`src/rtl/blink_pkg.sv`:
```
// Definitions shared by the LED blinker and the blink period meter.
// Both sides derive the expected blink period from blink_period_cycles().
package blink_pkg;

   localparam logic [1:0] ST_IDLE    = 2'd0;
   localparam logic [1:0] ST_ARMED   = 2'd1;
   localparam logic [1:0] ST_MEASURE = 2'd2;

   typedef enum logic [1:0] {
      S_IDLE    = ST_IDLE,
      S_ARMED   = ST_ARMED,
      S_MEASURE = ST_MEASURE
   } meter_state_t;

   localparam int BLINK_CNT_W = 24;

   // The blinker toggles led every (BLINK_HALF_STEP << (3 - speed)) clk cycles.
   localparam int unsigned BLINK_HALF_STEP = 12;

   function automatic int unsigned blink_period_cycles(input logic [1:0] speed);
      int unsigned shift;
      shift = 32'd3 - 32'(speed);
      return 2 * (BLINK_HALF_STEP << shift);
   endfunction

endpackage

```
`src/rtl/sig_sync_edge.sv`:
```
// Synchroniser for an asynchronous input followed by a one-flop edge detector.
// rise/fall are single-cycle strobes derived from the synchronised level.
module sig_sync_edge #(
   parameter int SYNC_STAGES = 2
) (
   input  logic clk,
   input  logic resetn,
   input  logic sig,
   output logic level,
   output logic rise,
   output logic fall
);

   logic [SYNC_STAGES-1:0] sync_reg;
   logic                   prev_reg;

   always_ff @(posedge clk) begin
      if (!resetn) begin
         sync_reg <= '0;
         prev_reg <= 1'b0;
      end else begin
         sync_reg <= {sync_reg[SYNC_STAGES-2:0], sig};
         prev_reg <= sync_reg[SYNC_STAGES-1];
      end
   end

   assign level = sync_reg[SYNC_STAGES-1];
   assign rise  = sync_reg[SYNC_STAGES-1] & ~prev_reg;
   assign fall  = ~sync_reg[SYNC_STAGES-1] & prev_reg;

endmodule

```
`src/rtl/blink_period_meter.sv`:
```
// Measures period and high time of an asynchronous square wave in clk cycles,
// and flags loss of signal when no rising edge arrives within TIMEOUT cycles.
module blink_period_meter
   import blink_pkg::*;
#(
   parameter int          CNT_W       = BLINK_CNT_W,
   parameter int unsigned TIMEOUT     = 1000000,
   parameter int          SYNC_STAGES = 2
) (
   input  logic             clk,
   input  logic             resetn,
   input  logic             sig_in,
   output logic [CNT_W-1:0] period,
   output logic [CNT_W-1:0] high_time,
   output logic             period_valid,
   output logic             locked,
   output logic             timeout
);

   localparam logic [CNT_W-1:0] CNT_MAX      = {CNT_W{1'b1}};
   localparam logic [CNT_W-1:0] TIMEOUT_LAST = CNT_W'(TIMEOUT - 1);
   localparam logic [CNT_W-1:0] CNT_ONE      = CNT_W'(1);

   logic unused_level;
   logic rise;
   logic fall;

   sig_sync_edge #(
      .SYNC_STAGES(SYNC_STAGES)
   ) u_sync (
      .clk    (clk),
      .resetn (resetn),
      .sig    (sig_in),
      .level  (unused_level),
      .rise   (rise),
      .fall   (fall)
   );

   meter_state_t     state_reg, state_next;
   logic [CNT_W-1:0] cnt_reg;
   logic [CNT_W-1:0] hi_lat_reg;
   logic [CNT_W-1:0] period_reg;
   logic [CNT_W-1:0] high_time_reg;
   logic             valid_reg;
   logic             locked_reg;
   logic             timeout_reg;

   logic load_period;
   logic load_hi;
   logic set_timeout;
   logic clr_timeout;

   always_comb begin
      state_next  = state_reg;
      load_period = 1'b0;
      load_hi     = 1'b0;
      set_timeout = 1'b0;
      clr_timeout = 1'b0;
      case (state_reg)
         S_IDLE: begin
            if (rise) begin
               clr_timeout = 1'b1;
               state_next  = S_ARMED;
            end
         end
         S_ARMED, S_MEASURE: begin
            load_hi = fall;
            // A rise arriving on the deadline cycle still counts as signal present.
            if (rise) begin
               load_period = 1'b1;
               clr_timeout = 1'b1;
               state_next  = S_MEASURE;
            end else if (cnt_reg == TIMEOUT_LAST) begin
               set_timeout = 1'b1;
               state_next  = S_IDLE;
            end
         end
         default: state_next = S_IDLE;
      endcase
   end

   always_ff @(posedge clk) begin
      if (!resetn) begin
         state_reg     <= S_IDLE;
         cnt_reg       <= '0;
         hi_lat_reg    <= '0;
         period_reg    <= '0;
         high_time_reg <= '0;
         valid_reg     <= 1'b0;
         locked_reg    <= 1'b0;
         timeout_reg   <= 1'b0;
      end else begin
         state_reg <= state_next;
         valid_reg <= load_period;

         if (rise)
            cnt_reg <= '0;
         else if (cnt_reg != CNT_MAX)
            cnt_reg <= cnt_reg + CNT_ONE;

         // hi_lat is deliberately kept across rises so a missed fall reports the old value.
         if (load_hi)
            hi_lat_reg <= cnt_reg + CNT_ONE;

         if (load_period) begin
            period_reg    <= cnt_reg + CNT_ONE;
            high_time_reg <= hi_lat_reg;
            locked_reg    <= 1'b1;
         end else if (set_timeout) begin
            locked_reg    <= 1'b0;
         end

         if (clr_timeout)
            timeout_reg <= 1'b0;
         else if (set_timeout)
            timeout_reg <= 1'b1;
      end
   end

   assign period       = period_reg;
   assign high_time    = high_time_reg;
   assign period_valid = valid_reg;
   assign locked       = locked_reg;
   assign timeout      = timeout_reg;

endmodule

```
`config.mk`:
```
export PLATFORM = sky130hd
export DESIGN_NAME = blink_period_meter
export DESIGN_NICKNAME = d
export VERILOG_FILES = /design/src/rtl/blink_pkg.sv /design/src/rtl/sig_sync_edge.sv /design/src/rtl/blink_period_meter.sv
export SDC_FILE = /design/constraint.sdc
export NUM_CORES = 1
export LEC_CHECK = 0
export CAP_MARGIN = 10
export CORE_UTILIZATION = 33
export DETAILED_ROUTE_END_ITERATION = 10
export PLACE_DENSITY = 0.63
export SLEW_MARGIN = 0
export SYNTH_ARGS = -nofsm -noshare
export SYNTH_HDL_FRONTEND = slang
export SYNTH_HIERARCHICAL = 1
export SYNTH_SLANG_ARGS = --single-unit
```
`constraint.sdc`:
```
create_clock -name clk -period 6.3 [get_ports clk]
set_input_delay 1.575 -clock clk [delete_from_list [all_inputs] [get_ports clk]]
set_output_delay 1.575 -clock clk [all_outputs]
set_load 0.03 [all_outputs]
```
==> metrics.txt, run 1 <==
initial core utilization between 30% and 40%; Cells after Synth around 460; finished layout cell area a little under 5000 sq um; cell-internal power 969 uW; DR pass1 iterations 8; Post-route DRC 4; Site Rows 39; maximum buffer depth of the clock tree 2; via count between 3,000 and 4,000; Detail Route Antenna Nets 0; DRT iter0 DRCs roughly 260; H-tree depth 3; most area-consuming cells after synthesis dfxtp_1 (52%), a21oi_1 (7.5%), nand2_1 (6.2%); wire per inst around 15 um; initial antenna violation count 0; Crit Path Category in2reg; minimum clock period between 3 and 4 ns; post-CTS sizing 0; placed cell area 4610 sq um; hpwl dp 6540 um; CP max FO 37; Synth area leader dfxtp_1; register area share after synthesis 52.0%; combinational fraction of design power roughly 3.3%; WP data arrival roughly 3.5 ns; Post-Synthesis Cell Area 4010 sq um; most numerous cell in the Yosys netlist dfxtp_1; # port buffers 53; Post-synth top flop dfxtp_1; max-cap violations 0; Sw Share between 20% and 30%; Die Y around 110 um; most frequent cells after synthesis dfxtp_1 (104), nand2_1 (66), a21oi_1 (60); Die ar. 12,600 sq um; n_diodes 0; pwr/cell area 255 nW/um^2; Ports 54; Setup Viol. Count Final 0; Async S/R FF share, synth 0%; Fmax between 0.3 and 0.4 GHz; gp weighted congestion around 0.86; post-route clock period utilization between 50 and 60%; Mapped Nets approximately 470; Worst-Skew Late Latency between 0.3 and 0.4 ns; total CTS buffers 9; failing checks design-rule violations; Slew @ Worst Pin ~1.2 ns; Psw 282 uW; Final Slew Violations 0; sequential power share 53.4%; core area 11,600 sq um; width of the chip between 100 and 150 um; slew margin rel. between 20 and 25%; fillcell total ~1,100; total negative slack 0 ns; vias in the first global route 3,184; post-synthesis register bit count 104; number of synthesized flops with an enable pin 0; GRT Total Usage between 10% and 20%; Yosys top cell area share about half; status complete, but fails checks; Post-Syn Area per Cell 8.65 sq um; worst vdd ir ~0.12 mV; Fin. Hold Viols 0; clk slew on worst S/H paths around 0.07 ns; first-pass GRT wire length roughly 16,000 um; GR Overflow Total 0; Area Overhead vs Synth 22.2%; Post-CTS Hold Buffers 0; fin util about 42%; crit path capture type flip-flop; crit start category primary input; Syn. warnings 6; RSZ-0062 raised after global routing no; # nets final roughly 500; layout cells sized above 1 5.39%; Worst Hold Class reg2reg; Post-Route WL just under 10,000 um; leak pwr around 0.0016 uW; Clock Skews around 0.0085 ns; clock root buffer clkbuf_16; worst path required time 6.58 ns; clock sink total approximately 100; post-synthesis cell type count 41; largest net degree at the start of global routing 72; post-CTS setup buffers 0; Clk pwr share roughly 43%; CTS tree done; Via density around 5.3
==> worst max-delay path: stages <==
cell	delay [ns]
clkdlybuf4s50_1	0.45
buf_4	0.32
nand2_1	0.58
o21bai_1	0.37
a31oi_1	0.15
==> layer usage <==
metal / up-vias / track usage (%) / wire length [um]
met1: 1644 / 22.4 / 4770
met3: 10 / 4.48 / 399
met4: 0 / 5.87 / 140
met2: 77 / 24.1 / 4320
met5: - / 0 / 0
li1: 1712 / - / -
==> final cells by class <==
cell class	instances	area [sq um]	share of cell area [%]
flip-flops and latches	104	2080	42.5
multi-input cells	315	1750	35.8
repair buffers	56	553	11.3
clock buffers	11	253	5.16
well taps	143	179	3.65
clock inverters	5	38.8	0.792
inverters	10	37.5	0.766
==> layout by cell type (no fill, tap or decap), types with 7 or more instances in the layout <==
master,count
a31oi_1,23
clkbuf_16,9
nor4_1,8
inv_1,9
nand4_1,7
a21oi_1,60
o21ai_0,36
nor2_1,25
clkdlybuf4s50_1,53
xnor2_1,8
nand2_1,66
dfxtp_1,104
nand3_1,12
a211oi_1,16
==> power by group through the flow <==
stage | sequential [uW] | clock [uW] | combinational [uW]
3_5_place_dp | 683 | 0 | 40.5
3_3_place_gp | 683 | 0 | 40.1
5_1_grt | 668 | 584 | 44.5
2_1_floorplan | 686 | 0 | 23.3
6_report | 668 | 542 | 40.8
4_1_cts | 668 | 551 | 40.6
==> through the flow <==
step	instances	hold WS (ns)	worst slack [ns]	total power, uW
2_1_floorplan	463	0.412	4.13	709
3_3_place_gp	628	0.426	2.86	723
3_5_place_dp	628	0.427	2.79	724
4_1_cts	644	0.442	3.17	1260
5_1_grt	644	0.455	3.03	1300
6_report	644	0.438	3.12	1250
==> worst paths after layout <==
path	startpoint	endpoint	slack [ns]	cells past startpoint
setup / recovery	resetn	cnt_reg[12]	3.12	5
hold / removal	u_sync/sync_reg[0]	u_sync/sync_reg[1]	0.44	1
setup reg to reg	cnt_reg[0]	cnt_reg[19]	4.03	6
hold reg to reg	u_sync/sync_reg[0]	u_sync/sync_reg[1]	0.44	1
==> cells by family after synthesis <==
kind of cell / Yosys count / synth area share (%)
and+or+nand+nor: 149 / 18.1
DFF: 104 / 52.0
xor gates and xnor gates: 14 / 3.06
buffers and inverters: 44 / 4.28
AOI/OAI and AO/OA: 149 / 21.6
adders and majority gates: 3 / 0.937
(Power assumes the default switching activity.)
==> inputs of run 2 (changes only) <==
--- a/config.mk
+++ b/config.mk
@@ -8,7 +8,7 @@
 export CAP_MARGIN = 10
 export CORE_UTILIZATION = 33
 export DETAILED_ROUTE_END_ITERATION = 10
-export PLACE_DENSITY = 0.63
+export PLACE_DENSITY = 0.64
 export SLEW_MARGIN = 0
 export SYNTH_ARGS = -nofsm -noshare
 export SYNTH_HDL_FRONTEND = slang
==> constraint.sdc (replaced) <==
create_clock -name clk -period 2.64 [get_ports clk]
set_input_delay 0.66 -clock clk [delete_from_list [all_inputs] [get_ports clk]]
set_output_delay 0.66 -clock clk [all_outputs]
set_load 0.03 [all_outputs]
==> run 2 against run 1 <==
  * The flow still finishes with violations (design-rule violations)
  * Via count shrank 0.46%
  * Sequential power is 140% higher
  * Worst hold slack worse by 0.0042 ns
  * Flip-flop and latch count is the same
  * Setup slack worse by 2.8 ns
  * First-iteration DRC count down 14%
==> metrics.txt, run 2 (same netlist as run 1, synthesis figures left out) <==
sequential power share 53.2% (was 53.4%); failing checks design-rule violations (unchanged); crit path capture type flip-flop (unchanged); maximum buffer depth of the clock tree 2 (unchanged); Die ar. 12,600 sq um (unchanged); GR Overflow Total 0 (unchanged); initial core utilization 34.5% (unchanged); gp weighted congestion 0.858 (was 0.865); combinational fraction of design power 3.5% (was 3.3%); WHS Path Cells 1 (unchanged); total CTS buffers 9 (unchanged); DRT iter0 DRCs 225 (was 263); core area 11,600 sq um (unchanged); hold_sp u_sync/sync_reg[0] (unchanged); cell-internal power 2350 uW (was 969 uW); status complete, but fails checks (unchanged); Worst R2R Start cnt_reg[0] (unchanged); leak pwr 0.00162 uW (was 0.00160 uW); most frequent cells in the layout dfxtp_1 (104), nand2_1 (65), a21oi_1 (60) (was dfxtp_1 (104), nand2_1 (66), a21oi_1 (60)); Fin. Hold Viols 0 (unchanged); Die Y 112 um (unchanged); Via density 5.29 (was 5.35); Post-Route WL 9520 um (was 9630 um); placed cell area 4660 sq um (was 4610 sq um); width of the chip 112 um (unchanged); RSZ-0062 raised after global routing no (unchanged); r2r setup slk 0.37 ns (was 4.03 ns); Final Slew Violations 0 (unchanged); Area Overhead vs Synth 23.6% (was 22.2%); worst reg2reg path endpoint cnt_reg[21] (was cnt_reg[19]); WP data arrival 2.53 ns (was 3.45 ns); max-cap violations 0 (unchanged); post-CTS sizing 0 (unchanged); slew margin rel. 48.3% (was 23.1%); fin util 42.6% (was 42.2%); layout cells sized above 1 6.14% (was 5.39%); Worst-Skew Late Latency 0.34 ns (was 0.35 ns); clock root buffer clkbuf_16 (unchanged); Clk pwr share 43.4% (was 43.3%); n_diodes 0 (unchanged); clk slew on worst S/H paths 0.07 ns (about the same); H-tree depth 3 (unchanged); area of the multi-input gates 1760 sq um (was 1750 sq um); GRT Total Usage 15.6% (was 16.2%); commonest non-fill, non-tap cell in the layout dfxtp_1 (unchanged); pwr/cell area 605 nW/um^2 (was 255 nW/um^2); wire per inst 14.7 um (was 15.0 um); Post-CTS Hold Buffers 0 (unchanged); fillcell total 1,115 (was 1,121); post-route clock period utilization about 86%; largest net degree at the start of global routing 46 (was 72); Worst Hold Class reg2reg (unchanged); total negative slack 0 ns (unchanged); reg2reg path depth 5 (was 6); post-CTS setup buffers 0 (unchanged); Psw 648 uW (was 282 uW); vias in the first global route 3,127 (was 3,184); Clock Skews 0.00651 ns (was 0.00853 ns); finished layout cell area 4950 sq um (was 4900 sq um); Crit Path Category reg2reg (was in2reg); first-pass GRT wire length 15,800 um (was 16,100 um); worst path required time 2.90 ns (was 6.58 ns); Ports 54 (unchanged); initial antenna violation count 0 (unchanged); # nets final 506 (was 502); clock sink total 104 (unchanged); Site Rows 39 (unchanged); Slew @ Worst Pin 0.768 ns (was 1.15 ns); Setup Viol. Count Final 0 (unchanged); via count 3,427 (was 3,443); Reg area 2080 sq um (unchanged); worst vdd ir 0.381 mV (was 0.120 mV); Post-route DRC 6 (was 4); CTS tree done (unchanged); Sw Share 21.6% (was 22.5%); hpwl dp 6700 um (was 6540 um); crit start category flip-flop (was primary input); CP max FO 17 (was 37); # port buffers 53 (unchanged); Fmax about 0.44 GHz; minimum clock period 2.27 ns; Detail Route Antenna Nets 0 (unchanged); WHS Endpoint u_sync/sync_reg[1] (unchanged); DR pass1 iterations 7 (was 8)
-- run 2: changes by cell type in the layout (fill, tap and decap cells not counted), moves of 2 or more --
cell / before / now
buf_12: 0 / 2
clkbuf_8: 2 / 0
buf_4: 3 / 5
clkinv_2: 1 / 3
inv_6: 2 / 0
-- run 2: worst max-delay path, cell delays in order (launching register included) --
cell and delay, ns:
dfxtp_1 0.44, ha_1 0.36, nand3_1 0.13, nor4_1 0.60
nand2_2 0.39, a31oi_1 0.28
-- run 2: worst max path at each step --
stage               startpoint              to  slack, ns  depth (start not counted)
detailed placement  cnt_reg[0]     cnt_reg[19]       0.29                          5
floorplan           cnt_reg[0]  hi_lat_reg[22]       0.66                          7
CTS                 cnt_reg[0]     cnt_reg[21]       0.22                          5
finish              cnt_reg[0]     cnt_reg[21]       0.37                          5
global route        cnt_reg[0]     cnt_reg[21]       0.06                          5
global placement    cnt_reg[0]     cnt_reg[12]       0.39                          5
-- run 2: power groups by stage --
| stage | clock [uW] | sequential [uW] | combinational (uW) |
|---|---|---|---|
| 2_1_floorplan | 0 | 1640 | 55.6 |
| 5_1_grt | 1400 | 1600 | 114 |
| 3_5_place_dp | 0 | 1630 | 103 |
| 6_report | 1300 | 1590 | 104 |
| 3_3_place_gp | 0 | 1630 | 102 |
| 4_1_cts | 1330 | 1590 | 104 |
-- run 2: cell type report --
class	count	share of cell area, %
timing repair buffer	60	12.3
inverter	10	0.758
clock inverter	6	1.21
tap	143	3.61
sequential	104	42.0
multi-input combinational	315	35.5
clock buffer	10	4.62
-- run 2: per-stage QoR --
| step | hold WS, ns | worst slack, ns | cells | power, uW |
|---|---|---|---|---|
| 4_1_cts | 0.436 | 0.224 | 648 | 3030 |
| 3_5_place_dp | 0.419 | 0.289 | 632 | 1730 |
| 2_1_floorplan | 0.412 | 0.659 | 463 | 1690 |
| 5_1_grt | 0.450 | 0.0586 | 648 | 3110 |
| 6_report | 0.433 | 0.367 | 648 | 3000 |
| 3_3_place_gp | 0.423 | 0.390 | 632 | 1730 |
-- run 2: routing by layer --
metal | vias up | track usage, % | wire [um]
met2 | 97 | 23.4 | 4230
met5 | - | 0 | 0
met1 | 1590 | 22.2 | 4690
met3 | 11 | 3.94 | 501
li1 | 1729 | - | -
met4 | 0 | 4.62 | 104
